<file path="src/rtl/alu_pkg.sv">
// Shared constants and decode helper for the bit-serial ALU sequencer.
package alu_pkg;

    localparam logic [3:0] ALU_AND = 4'b0000;
    localparam logic [3:0] ALU_OR  = 4'b0001;
    localparam logic [3:0] ALU_ADD = 4'b0010;
    localparam logic [3:0] ALU_SUB = 4'b0110;
    localparam logic [3:0] ALU_SLT = 4'b0111;
    localparam logic [3:0] ALU_NOR = 4'b1100;

    localparam logic [1:0] OP_AND  = 2'b00;
    localparam logic [1:0] OP_OR   = 2'b01;
    localparam logic [1:0] OP_SUM  = 2'b10;
    localparam logic [1:0] OP_LESS = 2'b11;

    typedef enum logic [1:0] {
        ST_IDLE = 2'b00,
        ST_RUN  = 2'b01,
        ST_DONE = 2'b10
    } state_t;

    typedef struct packed {
        logic       legal;
        logic       ainvert;
        logic       bnegate;
        logic [1:0] op;
    } ctl_t;

    // Unknown codes decode to a harmless AND with legal=0 so the result is forced to zero.
    function automatic ctl_t decode(input logic [3:0] code);
        ctl_t c;
        c = '{legal: 1'b1, ainvert: 1'b0, bnegate: 1'b0, op: OP_AND};
        case (code)
            ALU_AND: c.op = OP_AND;
            ALU_OR:  c.op = OP_OR;
            ALU_ADD: c.op = OP_SUM;
            ALU_SUB: begin c.bnegate = 1'b1; c.op = OP_SUM;  end
            ALU_SLT: begin c.bnegate = 1'b1; c.op = OP_LESS; end
            ALU_NOR: begin c.ainvert = 1'b1; c.bnegate = 1'b1; c.op = OP_AND; end
            default: c.legal = 1'b0;
        endcase
        return c;
    endfunction

endpackage

</file>
<file path="src/rtl/serial_alu_seq_if.sv">
// Control-unit side handshake and result bus of the bit-serial ALU sequencer.
interface serial_alu_seq_if #(parameter int WIDTH = 32);

    logic             start;
    logic [WIDTH-1:0] a_in;
    logic [WIDTH-1:0] b_in;
    logic [3:0]       alu_ctl;
    logic             busy;
    logic             done;
    logic [WIDTH-1:0] result;
    logic             zero;
    logic             carry_out;
    logic             overflow;

    modport master (
        output start, a_in, b_in, alu_ctl,
        input  busy, done, result, zero, carry_out, overflow
    );

    modport slave (
        input  start, a_in, b_in, alu_ctl,
        output busy, done, result, zero, carry_out, overflow
    );

endinterface

</file>
<file path="src/rtl/alu_1bit.sv">
// Purely combinational 1-bit ALU slice with operand inversion and carry chain.
module alu_1bit
    import alu_pkg::*;
(
    input  logic       a,
    input  logic       b,
    input  logic       cin,
    input  logic       ainvert,
    input  logic       bnegate,
    input  logic       less,
    input  logic [1:0] op,
    output logic       result,
    output logic       cout,
    output logic       sum
);

    logic aa;
    logic bb;

    always_comb begin
        aa   = a ^ ainvert;
        bb   = b ^ bnegate;
        sum  = aa ^ bb ^ cin;
        cout = (aa & bb) | (aa & cin) | (bb & cin);
        case (op)
            OP_AND:  result = aa & bb;
            OP_OR:   result = aa | bb;
            OP_SUM:  result = sum;
            default: result = less;
        endcase
    end

endmodule

</file>
<file path="src/rtl/serial_alu_seq.sv">
// Bit-serial ALU sequencer: one alu_1bit slice plus a carry flop, LSB first.
module serial_alu_seq
    import alu_pkg::*;
#(
    parameter int WIDTH = 32,
    parameter int CNT_W = $clog2(WIDTH)
) (
    input  logic            clk,
    input  logic            reset,
    serial_alu_seq_if.slave bus
);

    state_t           state;
    ctl_t             ctl;
    ctl_t             dec;
    logic [CNT_W-1:0] count;
    logic             carry;
    logic [WIDTH-1:0] a_sh;
    logic [WIDTH-1:0] b_sh;
    logic [WIDTH-1:0] res_sh;

    logic             slice_res;
    logic             slice_cout;
    logic             slice_sum;

    logic [WIDTH-1:0] shifted;
    logic [WIDTH-1:0] final_res;
    logic             final_co;
    logic             final_ov;
    logic             ovf;
    logic             last;

    alu_1bit u_slice (
        .a       (a_sh[0]),
        .b       (b_sh[0]),
        .cin     (carry),
        .ainvert (ctl.ainvert),
        .bnegate (ctl.bnegate),
        .less    (1'b0),
        .op      (ctl.op),
        .result  (slice_res),
        .cout    (slice_cout),
        .sum     (slice_sum)
    );

    // On the MSB step the carry flop holds the carry into the MSB and the slice gives the carry out.
    always_comb begin
        dec       = decode(bus.alu_ctl);
        last      = (count == CNT_W'(WIDTH - 1));
        ovf       = carry ^ slice_cout;
        shifted   = {slice_res, res_sh[WIDTH-1:1]};
        final_res = shifted;
        final_co  = 1'b0;
        final_ov  = 1'b0;
        if (!ctl.legal) begin
            final_res = '0;
        end else if (ctl.op == OP_LESS) begin
            final_res = WIDTH'(slice_sum ^ ovf);
            final_ov  = ovf;
        end else if (ctl.op == OP_SUM) begin
            final_co  = slice_cout;
            final_ov  = ovf;
        end
    end

    // Result and flags are loaded on the last RUN edge so they are valid while done is high.
    always_ff @(posedge clk) begin
        if (reset) begin
            state         <= ST_IDLE;
            ctl           <= '0;
            count         <= '0;
            carry         <= 1'b0;
            a_sh          <= '0;
            b_sh          <= '0;
            res_sh        <= '0;
            bus.busy      <= 1'b0;
            bus.done      <= 1'b0;
            bus.result    <= '0;
            bus.zero      <= 1'b1;
            bus.carry_out <= 1'b0;
            bus.overflow  <= 1'b0;
        end else begin
            case (state)
                ST_IDLE: begin
                    if (bus.start) begin
                        a_sh     <= bus.a_in;
                        b_sh     <= bus.b_in;
                        ctl      <= dec;
                        count    <= '0;
                        carry    <= dec.bnegate;
                        bus.busy <= 1'b1;
                        state    <= ST_RUN;
                    end
                end
                ST_RUN: begin
                    a_sh   <= a_sh >> 1;
                    b_sh   <= b_sh >> 1;
                    res_sh <= shifted;
                    carry  <= slice_cout;
                    if (last) begin
                        count         <= '0;
                        bus.done      <= 1'b1;
                        bus.result    <= final_res;
                        bus.zero      <= (final_res == '0);
                        bus.carry_out <= final_co;
                        bus.overflow  <= final_ov;
                        state         <= ST_DONE;
                    end else begin
                        count <= count + 1'b1;
                    end
                end
                ST_DONE: begin
                    bus.done <= 1'b0;
                    bus.busy <= 1'b0;
                    state    <= ST_IDLE;
                end
                default: state <= ST_IDLE;
            endcase
        end
    end

endmodule
</file>
<file path="src/flat_wrapper.sv">
// flat-port wrapper written by rule: the top's interface ports become plain ports
module serial_alu_seq_flat import alu_pkg::*;
#(
    parameter int WIDTH = 32,
    parameter int CNT_W = $clog2(WIDTH)
)
  (clk, reset, bus_start, bus_a_in, bus_b_in, bus_alu_ctl, bus_busy, bus_done, bus_result, bus_zero, bus_carry_out, bus_overflow);
  serial_alu_seq_if #(.WIDTH(WIDTH)) bus_i ();
  input  logic clk;
  input  logic reset;
  input wire logic [$bits(bus_i.start)-1:0] bus_start;
  input wire logic [$bits(bus_i.a_in)-1:0] bus_a_in;
  input wire logic [$bits(bus_i.b_in)-1:0] bus_b_in;
  input wire logic [$bits(bus_i.alu_ctl)-1:0] bus_alu_ctl;
  output wire logic [$bits(bus_i.busy)-1:0] bus_busy;
  output wire logic [$bits(bus_i.done)-1:0] bus_done;
  output wire logic [$bits(bus_i.result)-1:0] bus_result;
  output wire logic [$bits(bus_i.zero)-1:0] bus_zero;
  output wire logic [$bits(bus_i.carry_out)-1:0] bus_carry_out;
  output wire logic [$bits(bus_i.overflow)-1:0] bus_overflow;
  assign bus_i.start = bus_start;
  assign bus_i.a_in = bus_a_in;
  assign bus_i.b_in = bus_b_in;
  assign bus_i.alu_ctl = bus_alu_ctl;
  assign bus_busy = bus_i.busy;
  assign bus_done = bus_i.done;
  assign bus_result = bus_i.result;
  assign bus_zero = bus_i.zero;
  assign bus_carry_out = bus_i.carry_out;
  assign bus_overflow = bus_i.overflow;
  serial_alu_seq #(.WIDTH(WIDTH), .CNT_W(CNT_W)) u_core (.clk(clk), .reset(reset), .bus(bus_i));
endmodule
</file>
<file path="config.mk">
export PLATFORM = sky130hd
export DESIGN_NAME = serial_alu_seq_flat
export DESIGN_NICKNAME = d
export VERILOG_FILES = /design/src/rtl/alu_pkg.sv /design/src/rtl/serial_alu_seq_if.sv /design/src/rtl/alu_1bit.sv /design/src/rtl/serial_alu_seq.sv /design/src/flat_wrapper.sv
export SDC_FILE = /design/constraint.sdc
export NUM_CORES = 1
export LEC_CHECK = 0
export CAP_MARGIN = 20
export CORE_ASPECT_RATIO = 1.1
export CORE_MARGIN = 4
export CORE_UTILIZATION = 56
export CTS_CLUSTER_DIAMETER = 150
export CTS_CLUSTER_SIZE = 8
export DETAILED_ROUTE_END_ITERATION = 10
export GPL_ROUTABILITY_DRIVEN = 0
export PLACE_DENSITY = 0.95
export REMOVE_ABC_BUFFERS = 1
export SLEW_MARGIN = 15
export SYNTH_ARGS = -nofsm -noshare
export SYNTH_HDL_FRONTEND = slang
export SYNTH_SLANG_ARGS = --single-unit
</file>
<file path="constraint.sdc">
create_clock -name clk -period 5.5 [get_ports clk]
set_clock_uncertainty 0.15 [all_clocks]
set_input_delay 1.1 -clock clk [delete_from_list [all_inputs] [get_ports clk]]
set_output_delay 1.1 -clock clk [all_outputs]
set_load 0.1 [all_outputs]
</file>
==> metrics.cfg <==
[worst_setup_path]
cp.depth=1
cp_max_fo=2
crit_path_end_kind=output pin
crit_start=u_core.bus.result[29]
max_stage_delay_ns=1.15
cp_num_buf_inv=1
r2r_start=u_core.state[1]
cp.required_ns=4.25
critPathSlowestCell=clkdlybuf4s50_1
path_class=flop to output pin
r2r_end=u_core.a_sh[12]
startpoint_type=flop
worstPathCellList=clkdlybuf4s50_1
endpoint=bus_result[29]
reg2reg_depth=5
crit_family=buffers and inverters
arrival_ns=2.04
rrSetupSlack_ns=3.19

[cts]
cts.sinks=145
cts_setup_buffers=0
clk_pin_slew_ns=0.06
cts_resized=0
clock_latency_ns=0.53
cts_inserted_buffers=17
clock_path_buffers=2
ctsHoldBuffers=0
clockRootBuffer=clkbuf_8
cts-htree-levels=4
cts_tree=done

[flow_run]
drv_cap=0

[power]
p_leak_nw=2.71
peakVddDrop_uv=226
powerDensity_nw_per_um2=335

[sta]
fin_setup_tns_ns=0
relSlewSlack_pct=34.6
rsz0062_at_grt=no
maxSlewViolCount=0
hold_violations=0
max_slew.worst_pin.slew_ns=0.978
post-route-min-period_ns=3.29
final.period_utilization_pct=59.9
fmax_mhz=304
finalSetupViolCount=0

[layout]
nets=875
syn2layout_area_growth_pct=28.6
finish.instance_area_sq_um=7500
drive_gt1_share_pct=5.66
n_antenna_cell=0

[logic_synthesis]
ys_ff_latch=145
syn-cell-area_sq_um=5830
synth.largest_area_cell=dfxtp_1
ys_seq_area_share_pct=49.8
synth_commonest_cells=200 x nand2_1, 145 x dfxtp_1, 108 x nor2_1, 62 x a311oi_1, 50 x a21oi_1
synth_top_area_share_pct=49.8
synth_edf_count=0
syn_avg_cell_area_sq_um=7.99
synth_most_common_cell=nand2_1
yosys.cell_types.count=40
synth_area_leaders=dfxtp_1 50%, nand2_1 13%, a311oi_1 9.3%, nor2_1 7.0%, a21oi_1 4.3%
synthArstFlopShare_pct=0
netlist_instances=729
ys_warn_count=0
synth_flop_cell=dfxtp_1

[routing]
drcViolationCount=0
wl_per_cell_um=14.3
first_pass_iters=5
num_vias=5429
via_per_inst=5.70
drt_iter0_markers=317
finalWirelength_mm=13.6
drtAntennaViolNets=0

[global_route]
gr-total-overflow=0
grt_pass1_vias=5155
grt_max_degree=127
grt_pass1_wl_mm=22.6
antenna_found_initial=0
track_usage_pct=22.5

[floorplanning]
die_h_um=115
ioPinCount=108
core_sq_um=10000
rows=38
initial_utilization_pct=58.1
die_w_um=105
dieArea_sq_um=12100

[placement]
port_buffers=107
dp_hpwl_mm=8.79
dpl_cell_area_sq_um=6880

[run_status]
status=finished, final reports clean

[min_path]
hold_class=flop to flop

==> registers in the layout, indices dropped and copies added, names as in the netlist, 2 cells and up <==
name / cells
u_core.a_sh: 32
u_core.b_sh: 32
u_core.bus.result: 32
u_core.count: 5
u_core.ctl: 5
u_core.res_sh: 31
u_core.state: 2
==> worst min-delay path by stage <==
stage | from | endpoint | slack [ns] | depth (start not counted)
floorplan | u_core.state[1] | u_core.bus.busy | 0.28 | 1
global placement | u_core.bus.carry_out | u_core.bus.carry_out | 0.30 | 2
detailed placement | u_core.bus.overflow | u_core.bus.overflow | 0.30 | 2
CTS | u_core.bus.overflow | u_core.bus.overflow | 0.31 | 2
global route | u_core.bus.overflow | u_core.bus.overflow | 0.33 | 2
finish | u_core.bus.overflow | u_core.bus.overflow | 0.31 | 2
==> tightest hold or removal path, stage by stage (launching register included) <==
cell and delay, ns:
dfxtp_1 0.31, nand2_1 0.05, a21oi_1 0.05
==> area by class of cell <==
class | instances | area, sq um
inverters | 4 | 15.0
clock inverters | 12 | 140
fillers | 706 | 2540
flip-flops and latches | 145 | 2900
repair buffers | 115 | 1150
well taps | 140 | 175
clock buffers | 19 | 442
multi-input cells | 518 | 2670
==> cell families after synthesis <==
kind of cell / count (synthesis) / synth area share (%)
simple gates: 352 / 24.5
flops: 145 / 49.8
buf+inv: 66 / 4.68
mux: 1 / 0.172
fa+ha+maj: 3 / 0.644
xor+xnor: 3 / 0.709
compound gates: 159 / 19.5
==> layout by cell type (no fill, tap or decap), drive strengths merged, types with 5 or more instances in the layout <==
cell type / synthesis / layout
buf: 26 / 9
nand3: 9 / 9
nand2: 200 / 200
a21oi: 50 / 50
clkinv: 0 / 7
a22oi: 30 / 30
nor2: 108 / 108
a311oi: 62 / 62
o21ai: 5 / 5
nor4: 8 / 8
dfxtp: 145 / 145
clkbuf: 36 / 19
clkdlybuf4s50: 0 / 106
==> where the power goes <==
| group | total [mW] | switching (mW) | internal (mW) |
|---|---|---|---|
| combinational | 0.251 | 0.142 | 0.108 |
| clock | 1.13 | 0.421 | 0.706 |
| sequential | 1.13 | 0.0317 | 1.10 |
==> per-stage QoR <==
step	setup slack [ns]	hold WS (ns)	power, mW	util, %	std cells
after CTS	2.19	0.309	2.51	74.4	952
final	2.21	0.308	2.51	74.7	953
after detailed placement	2.09	0.301	1.40	68.6	921
after global routing	2.15	0.327	2.60	74.7	953
after floorplan	1.90	0.276	1.30	-	667
after global placement	2.21	0.297	1.39	68.6	921
==> layer usage <==
| metal | vias to the layer above | wire, um | track usage, % |
|---|---|---|---|
| met3 | 38 | 848 | 6.01 |
| met4 | 0 | 291 | 9.27 |
| met5 | - | 0 | 0 |
| met1 | 2523 | 5650 | 26.1 |
| li1 | 2661 | - | - |
| met2 | 207 | 6800 | 39.5 |
(Power assumes the default switching activity.)
